[src/rtl/axonerve_multi_kernel_ctrl.sv]
// ============================================================================
// Module   : axonerve_multi_kernel_ctrl
// Brief    : SDx ap_ctrl sequencer that kicks C_NUM_CH cores and collects
//            their busy falling edges, with a watchdog and a run-cycle counter.
// Revision : 1.0
// ============================================================================
`default_nettype none

module axonerve_multi_kernel_ctrl #(
    parameter int C_NUM_CH         = 4,
    parameter int C_CHAIN_MODE     = 0,
    parameter int C_CYC_CNT_WIDTH  = 48,
    parameter int C_TIMEOUT_CYCLES = 0
) (
    input  logic                       ap_clk,
    input  logic                       areset,
    input  logic                       ap_start,
    input  logic                       ap_continue,
    output logic                       ap_idle,
    output logic                       ap_ready,
    output logic                       ap_done,
    input  logic [C_NUM_CH-1:0]        ch_enable,
    output logic [C_NUM_CH-1:0]        ch_kick,
    input  logic [C_NUM_CH-1:0]        ch_busy,
    output logic [C_NUM_CH-1:0]        ch_done_mask,
    output logic                       timeout,
    output logic [C_CYC_CNT_WIDTH-1:0] cycle_count
);

    localparam int TO_WIDTH = (C_TIMEOUT_CYCLES > 1) ? $clog2(C_TIMEOUT_CYCLES) : 1;
    localparam logic [TO_WIDTH-1:0] TO_LAST = TO_WIDTH'(C_TIMEOUT_CYCLES - 1);

    typedef enum logic [1:0] {
        S_IDLE = 2'd0,
        S_KICK = 2'd1,
        S_RUN  = 2'd2,
        S_DONE = 2'd3
    } state_t;

    state_t                r_state;
    state_t                w_state_nxt;
    logic                  r_ap_start;
    logic [C_NUM_CH-1:0]   r_busy;
    logic [C_NUM_CH-1:0]   r_en;
    logic [TO_WIDTH-1:0]   r_run_cnt;

    logic                  w_start;
    logic [C_NUM_CH-1:0]   w_fall;
    logic                  w_complete;
    logic                  w_expire;

    assign w_start    = ap_start & ~r_ap_start & (r_state == S_IDLE);
    assign w_fall     = r_busy & ~ch_busy & r_en;
    assign w_complete = ((ch_done_mask | w_fall) == r_en);
    assign w_expire   = (C_TIMEOUT_CYCLES > 0) && (r_run_cnt == TO_LAST);

    always_ff @(posedge ap_clk) begin
        if (areset) begin
            r_state <= S_IDLE;
        end else begin
            r_state <= w_state_nxt;
        end
    end

    always_comb begin
        w_state_nxt = r_state;
        ap_idle     = 1'b0;
        ap_ready    = 1'b0;
        ap_done     = 1'b0;
        ch_kick     = '0;
        case (r_state)
            S_IDLE: begin
                ap_idle = 1'b1;
                if (w_start) begin
                    w_state_nxt = (ch_enable == '0) ? S_DONE : S_KICK;
                end
            end
            S_KICK: begin
                ap_ready    = 1'b1;
                ch_kick     = r_en;
                w_state_nxt = S_RUN;
            end
            S_RUN: begin
                if (w_complete || w_expire) begin
                    w_state_nxt = S_DONE;
                end
            end
            S_DONE: begin
                ap_done = 1'b1;
                if ((C_CHAIN_MODE == 0) || ap_continue) begin
                    w_state_nxt = S_IDLE;
                end
            end
            default: w_state_nxt = S_IDLE;
        endcase
    end

    always_ff @(posedge ap_clk) begin
        if (areset) begin
            r_ap_start   <= 1'b0;
            r_busy       <= '0;
            r_en         <= '0;
            r_run_cnt    <= '0;
            ch_done_mask <= '0;
            timeout      <= 1'b0;
            cycle_count  <= '0;
        end else begin
            r_ap_start <= ap_start;
            r_busy     <= ch_busy;
            case (r_state)
                S_IDLE: begin
                    if (w_start) begin
                        r_en         <= ch_enable;
                        ch_done_mask <= '0;
                        timeout      <= 1'b0;
                        cycle_count  <= '0;
                    end
                end
                S_KICK: begin
                    // Falls seen here are leftovers from the previous run.
                    r_run_cnt <= '0;
                    if (cycle_count != '1) begin
                        cycle_count <= cycle_count + C_CYC_CNT_WIDTH'(1);
                    end
                end
                S_RUN: begin
                    ch_done_mask <= ch_done_mask | w_fall;
                    r_run_cnt    <= r_run_cnt + TO_WIDTH'(1);
                    if (cycle_count != '1) begin
                        cycle_count <= cycle_count + C_CYC_CNT_WIDTH'(1);
                    end
                    if (w_expire && !w_complete) begin
                        timeout <= 1'b1;
                    end
                end
                default: ;
            endcase
        end
    end

endmodule

`default_nettype wire

[config.mk]
export PLATFORM = sky130hd
export DESIGN_NAME = axonerve_multi_kernel_ctrl
export DESIGN_NICKNAME = d
export VERILOG_FILES = /design/src/rtl/axonerve_multi_kernel_ctrl.sv
export SDC_FILE = /design/constraint.sdc
export NUM_CORES = 1
export LEC_CHECK = 0
export BUFFER_PORTS_ARGS = -buffer_cell sky130_fd_sc_hd__buf_4
export CELL_PAD_IN_SITES_DETAIL_PLACEMENT = 1
export CELL_PAD_IN_SITES_GLOBAL_PLACEMENT = 1
export CORE_UTILIZATION = 39
export CTS_CLUSTER_SIZE = 40
export DETAILED_ROUTE_END_ITERATION = 16
export PLACE_DENSITY_LB_ADDON = 0.1
export SLEW_MARGIN = 20
export SYNTH_ARGS = -nofsm -noshare
export SYNTH_HDL_FRONTEND = slang
export SYNTH_SLANG_ARGS = --single-unit
export TNS_END_PERCENT = 30
[constraint.sdc]
create_clock -name ap_clk -period 3.13 [get_ports ap_clk]
set_input_delay 0.1565 -clock ap_clk [delete_from_list [all_inputs] [get_ports ap_clk]]
set_output_delay 0.1565 -clock ap_clk [all_outputs]
set_load 0.02 [all_outputs]
[Word level (Yosys, flattened, before mapping)]
Index checks and enable logic that the tools add are counted.
Word-level totals
  flip-flop bits (word level): 63
Operators by class
  bitwise logic cells: 7
  eq/ne operators: 8
  add/sub/neg operators: 1
  reductions and logical operators: 9
  mux-type cells: 13
Operator list (count)
  $mux 48: 2
  $pmux 48 s2: 1
  $add 48x1->48 const B: 1
  $ne 48x48->1 const B: 1
  $and 4x4->4: 2
  $mux 4: 2
  $pmux 2 s4: 1
  $pmux 4 s2: 1
  $mux 2: 3
  $reduce_and 2->1: 3
  $eq 2x2->1 const B: 2
  $eq 4x4->1: 1
  $logic_not 4->1: 1
  $ne 2x2->1 const B: 2
  $not 4->4: 1
  $or 4x4->4: 1
  $reduce_bool 2->1: 2
  $mux 1: 3
  $reduce_and 3->1: 1
  $and 1x1->1: 2
  $eq 2x1->1 const B: 1
  $logic_not 2->1: 1
  $ne 2x1->1 const B: 1
  $reduce_or 2->1: 1
  $not 1->1: 1

[Longest topological paths before layout]
  word-level depth: 7
  gate-level depth with buffers: 10
  mapped depth without buffers: 8

[Worst setup path after synthesis]
No wires, ideal clock.
  path kind: register to register
  start: reg cycle_count[0]
  end: reg cycle_count[42]
  path slack: 0.442 ns
  setup time: 0.059 ns
  required time: 3.071 ns
  stages on the path, launching flop included: 9
  buffers on the path: 1
  arrival: 2.629 ns
  cells stage by stage: dfxtp_1 -> ha_1 -> nand4_2 -> or3_1 -> buf_6 -> or4_4 -> or2_0 -> or4_1 -> nand2_1
On the way
  longest elaborated chain between the ends: 3
  elaborated cells on any way between the ends: 6
Ends and longest elaborated chain
  from (decl): line 27  | output logic [C_CYC_CNT_WIDTH-1:0] cycle_count
  from (signal assigned): line 123  | cycle_count <= cycle_count + C_CYC_CNT_WIDTH'(1);
  from (signal assigned): line 130  | cycle_count <= cycle_count + C_CYC_CNT_WIDTH'(1);
  $add 48x1->48 or $ne 48x48->1 (tied branches)
  $mux 48 or $ne 2x1->1 (tied branches)
  $pmux 48 s2 or $reduce_and 3->1 (tied branches)
Several ways; a longest one is shown, not always the timed one. The select of a mux whose other input is x is not followed.
A chain may end at the register's enable or synchronous reset.

[Worst setup path in the final report]
  start: reg cycle_count[0]
  end: reg cycle_count[14]
Same word-level chain as after synthesis.

==> parameters.txt <==
Parameter                              Value

Clocking
  Number of buffers added by the clock tree synthesis step    9
  Worst-Skew Late Latency    0.35 ns
  Total of hold buffers inserted after clock tree synthesis    0
  Deepest level of the CTS H-tree    3
  Clock Pin Slew Worst Setup and Hold Paths    ~0.070 ns
  Cell at the root of the clock tree    sky130_fd_sc_hd__clkbuf_8
  Count of clock tree sinks    63
  PostCTS Resize Cnt    0
  Longest Clk Path Bufs    2
  Number of buffers added for setup after CTS    0
  CTS tree    yes

Critical path
  Crit path launch type    flip-flop
  Number of cells on the worst reg-to-reg path    8
  R2R Path Start    cycle_count[0]
  Worst setup path class    flip-flop to flip-flop
  Critical path buffers and inverters    1
  Endpoint kind of the worst setup timing path    flip-flop
  Worst-case register-to-register setup slack    0.27 ns
  Critical path's largest stage delay    0.45 ns
  Crit Reg-Reg Endpoint    cycle_count[14]
  Worst path top cell family by delay    simple AND/OR/NAND/NOR gates
  Cell with the largest stage delay on the worst path    sky130_fd_sc_hd__dfxtp_1
  Critical path required time    3.37 ns
  Critical path fanouts, max    15
  Arrival @ worst endpoint    roughly 3.1 ns
  Cell chain of the critical path    ha_1 > nand4_2 > nor4_1 > nand4b_1 > nand3_1 > buf_4 > nor2_1 > a32o_1

Timing
  Worst hold slack after final layout    approximately 0.032 ns
  Number of endpoints failing setup at the final stage    0
  Slew margin rel.    0.509
  Worst-margin pin slew    approximately 0.74 ns
  Setup repair after global routing missed its margin    no
  Fin. max-slew vios    0
  Setup total negative slack    0 ns
  Maximum clock skew at final layout    0.00831 ns
  Endpoints failing hold    0
  Final critical delay including setup and external delays    2.86 ns
  Final period utilization    0.913
  Maximum operating frequency    approximately 350 MHz
  Final Worst Setup Slack    ~0.27 ns

Min path
  Min-Delay Endpoint    r_busy[1]
  Class of the tightest hold or removal check    input pin to flip-flop
  Cells on Worst Hold Path    2
  Startpoint of the tightest hold check path    ch_busy[1]

Final layout
  Post-route insts no fill    627
  Fillers    approximately 1,100
  Area of the multi-input gates    roughly 2100 µm²
  Core utilization of the finished layout    0.496
  Proportion of layout cells with a drive suffix above 1    0.218
  Layout net count    531
  Area growth from synthesis to layout    23.4%
  Antenna diode count    0
  Footprint of the flip-flops and latches    ~1300 µm²

Place
  Cell count after placement    611
  HPWL Detailed    around 8.6 mm
  Worst setup slack after placement    ~0.35 ns
  Global placement routability congestion    a little under 0.9
  PortBufs    a little under 70

Floorplanning
  Initial Util    0.402
  Die outline area    9330 µm²
  Ports    72
  Core outline area    8680 µm²
  Die outline height    around 97 µm
  Placement Rows    34
  Die Width    between 90 and 100 µm

Global routing
  Antenna violations before repair    0
  Wire length of the first global-routing pass    19.5 mm
  Maximum number of pins on one net before global-route repair    53
  Via count of the first global-routing pass    3,753
  Overall routing resource usage    0.279
  Congestion Overflow GR    0

Power
  Lkg Pwr    1.55 nW
  P per Cell Area    592 nW/µm²
  Maximum VDD drop    0.295 mV

Logic synthesis
  FF+latch count, synth    63
  Share of the synthesized area in the top cell type    0.362
  Post-synth top area cell    sky130_fd_sc_hd__dfxtp_1
  Predominant post-synthesis flop cell    sky130_fd_sc_hd__dfxtp_1
  Gate count of the mapped netlist    446
  Mapped cell area    3490 µm²
  Mean post-synth cell area    approximately 8 µm²
  Commonest cells in the netlist    63 x sky130_fd_sc_hd__dfxtp_1, 54 x sky130_fd_sc_hd__nand2_1, 37 x sky130_fd_sc_hd__a21oi_1
  Number of distinct library cells after synthesis    58
  Number of flops mapped to enable cells by yosys    0
  Number of nets in the synthesized netlist    approximately 460
  Fraction of synthesis flops using an asynchronous set or reset pin    0
  Top-count cell post-synth    sky130_fd_sc_hd__dfxtp_1
  Largest cells by area after synthesis    sky130_fd_sc_hd__dfxtp_1 36%, sky130_fd_sc_hd__nand2_1 5.8%, sky130_fd_sc_hd__a21oi_1 5.3%
  Syn. warnings    0
  Fraction of the yosys area taken by sequential cells    0.362

Outcome
  Status    finished clean

Drt
  Remaining antenna violation count after routing    0
  Total routed wirelength    12.1 mm
  First-pass detailed-route iteration total    4
  Via count of the routed design    between 3,000 and 4,000
  Post-detailed-route wirelength per cell    19.3 µm
  Number of design-rule violations left by the first detailed-router iteration    167
  Number of vias per cell    6.13
  Drc violations    0

Flow run
  Number of violations of the max-capacitance limit    0
## cells by family (layout without fill, tap and decap cells)
kind of cell | Yosys count | count (layout) | synth area share
compound gates | 114 | 114 | 0.207
xor+xnor | 1 | 1 | 0.00251
mux | 4 | 4 | 0.0115
fa+ha+maj | 5 | 5 | 0.0179
flops | 63 | 63 | 0.362
simple gates | 225 | 225 | 0.358
buf+inv | 33 | 106 | 0.0409
other cells | 1 | 1 | 0.00108
## where the power goes
| group | total [W] | leakage, nW | internal (W) | switching (W) |
|---|---|---|---|---|
| sequential | 0.000867 | 0.510 | 0.000830 | 0.0000370 |
| combinational | 0.000960 | 0.944 | 0.000263 | 0.000697 |
| clock | 0.000719 | 0.100 | 0.000386 | 0.000333 |
| total | 0.00255 | 1.55 | 0.00148 | 0.00107 |
## worst reg2reg max path, delay by kind of cell, from the launching register on
family,cells,cell delay [ns]
AOI/OAI and AO/OA,1,0.23
adders and majority gates,1,0.28
buffers and inverters,1,0.31
DFF,1,0.45
and+or+nand+nor,5,1.47
## area by class of cell
class                      instances  area share
clock buffer                      12      0.0337
clock inverter                     4      0.0105
inverter                          11     0.00959
multi-input combinational        350       0.484
sequential                        63       0.293
tap                              108      0.0314
timing repair buffer              79       0.138
## cells in the final DEF (no fill, tap or decap), types with 4 or more instances in the layout
| master | count |
|---|---|
| sky130_fd_sc_hd__o211ai_1 | 6 |
| sky130_fd_sc_hd__clkbuf_8 | 10 |
| sky130_fd_sc_hd__nor4_1 | 9 |
| sky130_fd_sc_hd__a311oi_1 | 4 |
| sky130_fd_sc_hd__nand2_1 | 54 |
| sky130_fd_sc_hd__inv_1 | 10 |
| sky130_fd_sc_hd__nor2_1 | 28 |
| sky130_fd_sc_hd__a32o_1 | 4 |
| sky130_fd_sc_hd__or4_1 | 10 |
| sky130_fd_sc_hd__a21oi_1 | 37 |
| sky130_fd_sc_hd__nor2b_1 | 8 |
| sky130_fd_sc_hd__and3_1 | 8 |
| sky130_fd_sc_hd__nand4_1 | 16 |
| sky130_fd_sc_hd__a31oi_1 | 13 |
| sky130_fd_sc_hd__o21ai_0 | 25 |
| sky130_fd_sc_hd__nor3_1 | 7 |
| sky130_fd_sc_hd__nand3_1 | 27 |
| sky130_fd_sc_hd__nand4b_1 | 8 |
| sky130_fd_sc_hd__mux2i_1 | 4 |
| sky130_fd_sc_hd__dfxtp_1 | 63 |
| sky130_fd_sc_hd__and2_1 | 9 |
| sky130_fd_sc_hd__nand2b_1 | 4 |
| sky130_fd_sc_hd__ha_1 | 5 |
| sky130_fd_sc_hd__o21a_1 | 8 |
| sky130_fd_sc_hd__or3_1 | 17 |
| sky130_fd_sc_hd__buf_4 | 79 |
## flip-flops by register name, indices dropped and copies added, names as in the netlist
| signal | count |
|---|---|
| cycle_count | 48 |
| ch_done_mask | 4 |
| r_busy | 4 |
| r_en | 4 |
| r_state | 2 |
| r_ap_start | 1 |
## worst max path at each step
stage / start / endpoint / slack [ns] / cells after the start
6_report: cycle_count[0] / cycle_count[14] / 0.27 / 8
5_1_grt: cycle_count[0] / cycle_count[46] / 0.07 / 7
4_1_cts: cycle_count[0] / cycle_count[42] / 0.32 / 7
3_5_place_dp: cycle_count[0] / cycle_count[42] / 0.35 / 7
3_3_place_gp: cycle_count[0] / cycle_count[42] / 0.37 / 7
2_1_floorplan: cycle_count[0] / cycle_count[42] / 0.44 / 8
## per-layer routing
metal  up-vias  track usage  wire length, µm  part of all wire
met3        21       0.0649              517             0.043
met2        85        0.466             5880              0.49
li1       1814            -                -                 -
met4         0       0.0821              178             0.015
met1      1922        0.356             5500              0.46
met5         -            0                0                 0
## per-stage QoR
step	power, W	cell area [µm²]
detailed placement	0.00185	4120
global route	0.00269	4310
finish	0.00255	4310
floorplan	0.00152	3490
CTS	0.00256	4310
global placement	0.00180	4120
Power figures use the tool's default switching activity.
